===== config.mk =====
export PLATFORM = sky130hd
export DESIGN_NAME = mips_regfile_wb
export DESIGN_NICKNAME = d
export VERILOG_FILES = /design/src/rtl/mips_regfile_wb.sv
export SDC_FILE = /design/constraint.sdc
export NUM_CORES = 2
export LEC_CHECK = 0
export BUFFER_PORTS_ARGS = -buffer_cell sky130_fd_sc_hd__buf_2
export CAP_MARGIN = 10
export CORE_AREA = 2 2 286 316
export DETAILED_ROUTE_END_ITERATION = 8
export DIE_AREA = 0 0 288 318
export PLACE_DENSITY = 0.93
export SYNTH_ARGS = -nofsm -noshare
export SYNTH_HDL_FRONTEND = slang
export SYNTH_SLANG_ARGS = --single-unit

===== constraint.sdc =====
create_clock -name clk -period 38.1 [get_ports clk]
set_input_delay 3.81 -clock clk [delete_from_list [all_inputs] [get_ports clk]]
set_output_delay 3.81 -clock clk [all_outputs]
set_load 0.01 [all_outputs]

===== src/rtl/mips_regfile_wb.sv =====
`default_nettype none
// ---------------------------------------------------------------------------
// mips_regfile_wb : 32x32 MIPS register file, 2 async read / 1 sync write port,
// fed by the write-back mux. Optional macro RF_BYPASS_EN adds write-through. Rev 1.0
// ---------------------------------------------------------------------------
module mips_regfile_wb #(
  parameter int unsigned         DATA_W   = 32,
  parameter int unsigned         ADDR_W   = 5,
  parameter logic [DATA_W-1:0]   SP_RESET = 32'h0000_3FFC,
  parameter logic [DATA_W-1:0]   GP_RESET = 32'h0000_1800
) (
  input  logic              clk,
  input  logic              rst,
  input  logic [ADDR_W-1:0] ra1,
  input  logic [ADDR_W-1:0] ra2,
  output logic [DATA_W-1:0] rd1,
  output logic [DATA_W-1:0] rd2,
  input  logic              we,
  input  logic [ADDR_W-1:0] wa,
  input  logic [DATA_W-1:0] wd,
  output logic [15:0]       wr_count,
  output logic              r0_wr_flag
);

  localparam int unsigned NREG = 2 ** ADDR_W;
  localparam logic [15:0] CNT_MAX = 16'hFFFF;

  logic [DATA_W-1:0] regs_q [NREG];
  logic [DATA_W-1:0] regs_d [NREG];
  logic [15:0]       wr_count_q, wr_count_d;
  logic              r0_wr_flag_q, r0_wr_flag_d;
  logic              wr_en;
  logic              wr_zero;

  function automatic logic [DATA_W-1:0] reset_val(input int idx);
    if (idx == 29)      return SP_RESET;
    else if (idx == 28) return GP_RESET;
    else                return '0;
  endfunction

  assign wr_en   = we && !rst;
  assign wr_zero = (wa == '0);

  // Writes to $0 never touch storage or the commit counter; they only arm the flag.
  always_comb begin
    regs_d       = regs_q;
    wr_count_d   = wr_count_q;
    r0_wr_flag_d = r0_wr_flag_q;
    if (we) begin
      if (wr_zero) begin
        r0_wr_flag_d = 1'b1;
      end else begin
        regs_d[wa] = wd;
        if (wr_count_q != CNT_MAX) begin
          wr_count_d = wr_count_q + 16'd1;
        end
      end
    end
  end

  always_ff @(posedge clk or posedge rst) begin
    if (rst) begin
      for (int i = 0; i < NREG; i++) begin
        regs_q[i] <= reset_val(i);
      end
      wr_count_q   <= '0;
      r0_wr_flag_q <= 1'b0;
    end else begin
      for (int i = 0; i < NREG; i++) begin
        regs_q[i] <= regs_d[i];
      end
      wr_count_q   <= wr_count_d;
      r0_wr_flag_q <= r0_wr_flag_d;
    end
  end

  logic [DATA_W-1:0] rd1_arr, rd2_arr;

  always_comb begin
    rd1_arr = (ra1 == '0) ? '0 : regs_q[ra1];
    rd2_arr = (ra2 == '0) ? '0 : regs_q[ra2];
  end

`ifdef RF_BYPASS_EN
  // Write-through: a read hitting the in-flight write address sees wd now.
  always_comb begin
    rd1 = rd1_arr;
    rd2 = rd2_arr;
    if (wr_en && !wr_zero && (ra1 == wa)) rd1 = wd;
    if (wr_en && !wr_zero && (ra2 == wa)) rd2 = wd;
  end
`else
  logic unused_wr_en;
  assign unused_wr_en = wr_en;

  always_comb begin
    rd1 = rd1_arr;
    rd2 = rd2_arr;
  end
`endif

  assign wr_count   = wr_count_q;
  assign r0_wr_flag = r0_wr_flag_q;

endmodule
`default_nettype wire


[Word level (Yosys, flattened, before mapping)]
Cells that the tools add are included.
Word-level totals
  register bits after elaboration: 1041
  input bits: 50
  output and inout port bits: 81
  word-level logic and storage cells: 62
Operators by class
  add/subtract/negate cells: 1
  order comparisons: 4
  equality and inequality tests: 1
  multiplexer cells: 11
  bitwise logic cells: 4
  reduce and logical (&&, ||, !) cells: 7
Operators with widths (count)
  bitwise mux 1024 bit: 1
  binary-select mux 32 bit (select 5 bit): 2
  2-to-1 mux 32 bit: 7
  demux 32 bit (select 5 bit): 1
  >= comparator 6 bit, second input constant: 3
  NOT 5 -> 6 bit: 3
  adder 16 x 1 -> 16 bit, second input constant: 1
  != test 16 bit, second input constant: 1
  zero test 5 bit: 3
  less-than comparator 6 x 1 -> 1 bit, second input constant: 1
  AND reduction 2 bit: 2
  AND reduction 3 bit: 1
  logical AND 1 bit: 1
  NOT 1 bit: 1

[Logic depth before layout (Yosys ltp)]
  depth after elaboration: 6
  depth in mapped cells: 8
  depth with buffers taken out: 5

[Worst setup path after synthesis]
Ideal clock, no wire load.
  path kind: in2out
  start point: in ra1[2]
  end point: out rd1[19]
  data arrival time: 5302 ps
  data required time: 34290 ps
  path slack: 28988 ps
  stages: 7
  buffers on the path: 3
  path through: buf_4 buf_4 clkbuf_1 mux4_2 mux2_2 a221oi_1 a211oi_1
Between the ends
  cells in the longest elaborated chain, start to end: 5
  elaborated cells between the ends (all ways): 6
  classes of those cells: mux: 4; bitwise: 1; reduce/logical: 1
Ends and longest elaborated chain
  start, declared: RTL line 14  | input logic [ADDR_W-1:0] ra1,
  NOT 5 -> 6 bit (not written as such): RTL line 80  | rd1_arr = (ra1 == '0) ? '0 : regs_q[ra1];
  binary-select mux 32 bit (select 5 bit): RTL line 80
  2-to-1 mux 32 bit (not written as such) (2 in series): RTL line 80
  2-to-1 mux 32 bit (*): RTL line 80
  end, declared: RTL line 16  | output logic [DATA_W-1:0] rd1,
Mark *: on every way between the ends. The rest lies on a longest branch, timed or not. The select of a mux whose other input is x is not followed.

[Final worst setup path]
  start point: in ra1[3]
  end point: out rd1[14]
Same word-level chain as after synthesis.

==> impl_metrics.json <==
{
  "routed-via-count": 40600,
  "synth_top_family_by_area": "multiplexers",
  "cts_htree_levels": 3,
  "pwr_density_cell_nw_per_um2": 54.2,
  "dieArea_sq_um": 91600,
  "outcome": "complete, no violations",
  "async_flop_share_pct": 100,
  "via_per_inst": 8.11,
  "r2r_slack_ns": 36.22,
  "finalHoldViolations": 0,
  "rows": 115,
  "setup_slack_ns": 26.46,
  "yosys.area_share.simple_pct": 2.23,
  "cts_sinks": 1041,
  "firstDrtPassIters": 9,
  "fin_tns_setup_ns": 0,
  "peakVddDrop_v": 0.0000403,
  "grt_max_degree": 168,
  "p_leak_nw": 27.3,
  "worst_setup_path_start_kind": "input pin",
  "root_buffer": "clkbuf_16",
  "tightest_slew_ns": 1.23,
  "cp_data_required_time_ns": 34.29,
  "dpl-instance-area_sq_um": 57000,
  "r2r_start": "wr_count[12]",
  "finalInstanceArea_sq_um": 60800,
  "cts_buffers": 100,
  "die_x_um": 288,
  "hold_path_depth": 0,
  "ys_top_cells_by_count": "1,027 x dfrtp_1, 950 x mux2_2, 320 x mux2i_1",
  "dp_hpwl_um": 94100,
  "fin_skew_ns": 0.0208,
  "ys_ff_latch": 1041,
  "cts_resized": 0,
  "ant_nets": 0,
  "cap_violations": 0,
  "synth_area_leaders": "dfrtp_1 46%, mux2_2 19%, mux4_2 12%, mux2i_1 5.7%, mux4_1 2.5%",
  "synthDominantCellAreaShare_pct": 45.7,
  "clk-insertion-delay-late_ns": 0.70,
  "maxSlewViolCount": 0,
  "endpoint_kind": "output pin",
  "wl_met3_um": 27700,
  "nets": 3778,
  "setup_viol": 0,
  "tritoncts": "yes",
  "synth_compound_area_share_pct": 5.35,
  "grt_overflow": 0,
  "final.period_utilization_pct": 30.5,
  "min_to": "regs_q[1000]",
  "grt_pass1_vias": 41900,
  "routed.top_layer": "met5",
  "worstPathMaxFanout": 39,
  "place.gp.congestion": 0.864,
  "r2r_cells": 4,
  "slew_headroom_pct": 18.2,
  "pin_count": 131,
  "start_util_pct": 63.5,
  "ys.warnings.count": 0,
  "wl_met2_um": 79500,
  "cts_setup_buffers": 0,
  "wl_um": 184000,
  "rsz0062_at_grt": "false",
  "synthMuxAreaShare_pct": 41.9,
  "wl_met1_um": 59700,
  "yosysTopAreaCell": "dfrtp_1",
  "cp.arrival_ns": 7.83,
  "drc": 0,
  "crit_type": "in2out",
  "core_sq_um": 88600,
  "fmax_mhz": 85.9,
  "fin_crit_ns": 11.64,
  "drt_iter0_drc": 6426,
  "ys_types": 60,
  "min_from": "regs_q[1000]",
  "area_delta_synth_final_pct": 7.99,
  "synthFlopType": "dfrtp_1",
  "synth_cells": 3866,
  "dpl_worst_slack_ns": 26.51,
  "cts_buffer_depth": 3,
  "syn_area_sq_um": 56300,
  "clkTransAtPathRegs_ns": 0.06,
  "grt.total_usage_pct": 40.4,
  "drive_gt1_share_pct": 47.5,
  "ys_seq_area_share_pct": 46.3,
  "fillers": 5251,
  "wl_per_cell_um": 36.8,
  "synth_xor_xnor_area_share_pct": 0.202,
  "die_y_um": 318,
  "synth_edf_count": 0,
  "port_buffers": 130,
  "syn_area_per_cell_sq_um": 14.6,
  "hold_class": "reg2reg",
  "yosys.area_share.adder_pct": 0.0222,
  "synth_fp_nets": 3917,
  "grt_pass1_wl_um": 273000,
  "cts_hold_buffers": 0,
  "crit-reg2reg-capture": "wr_count[1]",
  "synth_most_common_cell": "dfrtp_1",
  "antenna_found_initial": 17
}
==> critical path, cell delays in order <==
cell	delay, ns
buf_4	0.56
buf_4	0.81
or3b_4	0.50
buf_4	0.72
o221ai_1	0.28
a221oi_1	0.65
a211oi_1	0.21
buf_2	0.20
==> sequential cells by signal (all words and copies together), names as in the netlist <==
| register | count |
|---|---|
| regs_q | 1024 |
| r0_wr_flag | 1 |
| wr_count | 16 |
==> cell families after synthesis <==
| logic type | after synthesis |
|---|---|
| AOI/OAI and AO/OA | 389 |
| xor gates and xnor gates | 13 |
| adders and majority gates | 1 |
| buffers and inverters | 454 |
| DFF | 1041 |
| muxes | 1729 |
| and+or+nand+nor | 239 |
==> metal layers <==
metal	vias to the layer above	global-route usage, %
met5	-	0
met3	1364	16.3
met4	18	31.0
li1	14700	-
met2	4232	57.0
met1	20300	49.6
==> cell usage in the layout (no fill, tap or decap), drive strengths merged, types with 5 or more instances in the layout <==
cell type  count
a211oi        66
a21oi         35
a221oi        55
a22oi         64
a311oi        32
buf          208
bufinv        18
clkbuf       138
clkinv        28
dfrtp       1027
dfstp         14
diode         19
inv            6
mux2        1057
mux2i        320
mux4         352
nand2        103
nand3          7
nand4         33
nor2          19
nor2b         38
nor3           5
nor4           5
o2111ai       10
o21ai         56
o221ai        64
or4            5
xor2          11
==> cell type report <==
type,instances,area [sq um],share of cell area (%)
multi-input cells,2371,28200,46.3
repair buffers,208,1330,2.19
clock buffers,138,2930,4.82
inverters,5,27.5,0.0453
flip-flops and latches,1041,26100,42.9
diodes,19,47.5,0.0782
well taps,1170,1460,2.41
clock inverters,51,746,1.23
==> worst max path at each step <==
stage	start	end	slack, ns	cells after the start
floorplan	rst	r0_wr_flag	5.01	1
CTS	ra2[1]	rd2[25]	26.52	8
detailed placement	ra2[1]	rd2[18]	26.51	8
global route	ra2[1]	rd2[25]	26.24	8
global placement	ra2[1]	rd2[18]	26.49	8
finish	ra1[3]	rd1[14]	26.46	8
==> power breakdown <==
| part | internal [W] | switching, W |
|---|---|---|
| clock | 0.000661 | 0.000462 |
| sequential | 0.00132 | 0.000191 |
| combinational | 0.000373 | 0.000292 |
| total | 0.00235 | 0.000945 |
==> per-stage QoR <==
stage / hold slack, ns / total power [W] / instances / util [%]
floorplan: 0.441 / 0.00195 / 3866 / -
global route: 0.411 / 0.00338 / 4988 / 68.5
detailed placement: 0.385 / 0.00213 / 4795 / 64.4
global placement: 0.377 / 0.00208 / 4795 / 64.4
CTS: 0.401 / 0.00326 / 4984 / 68.5
finish: 0.406 / 0.00330 / 5003 / 68.6
No activity file was read; power rests on OpenSTA's default activity.
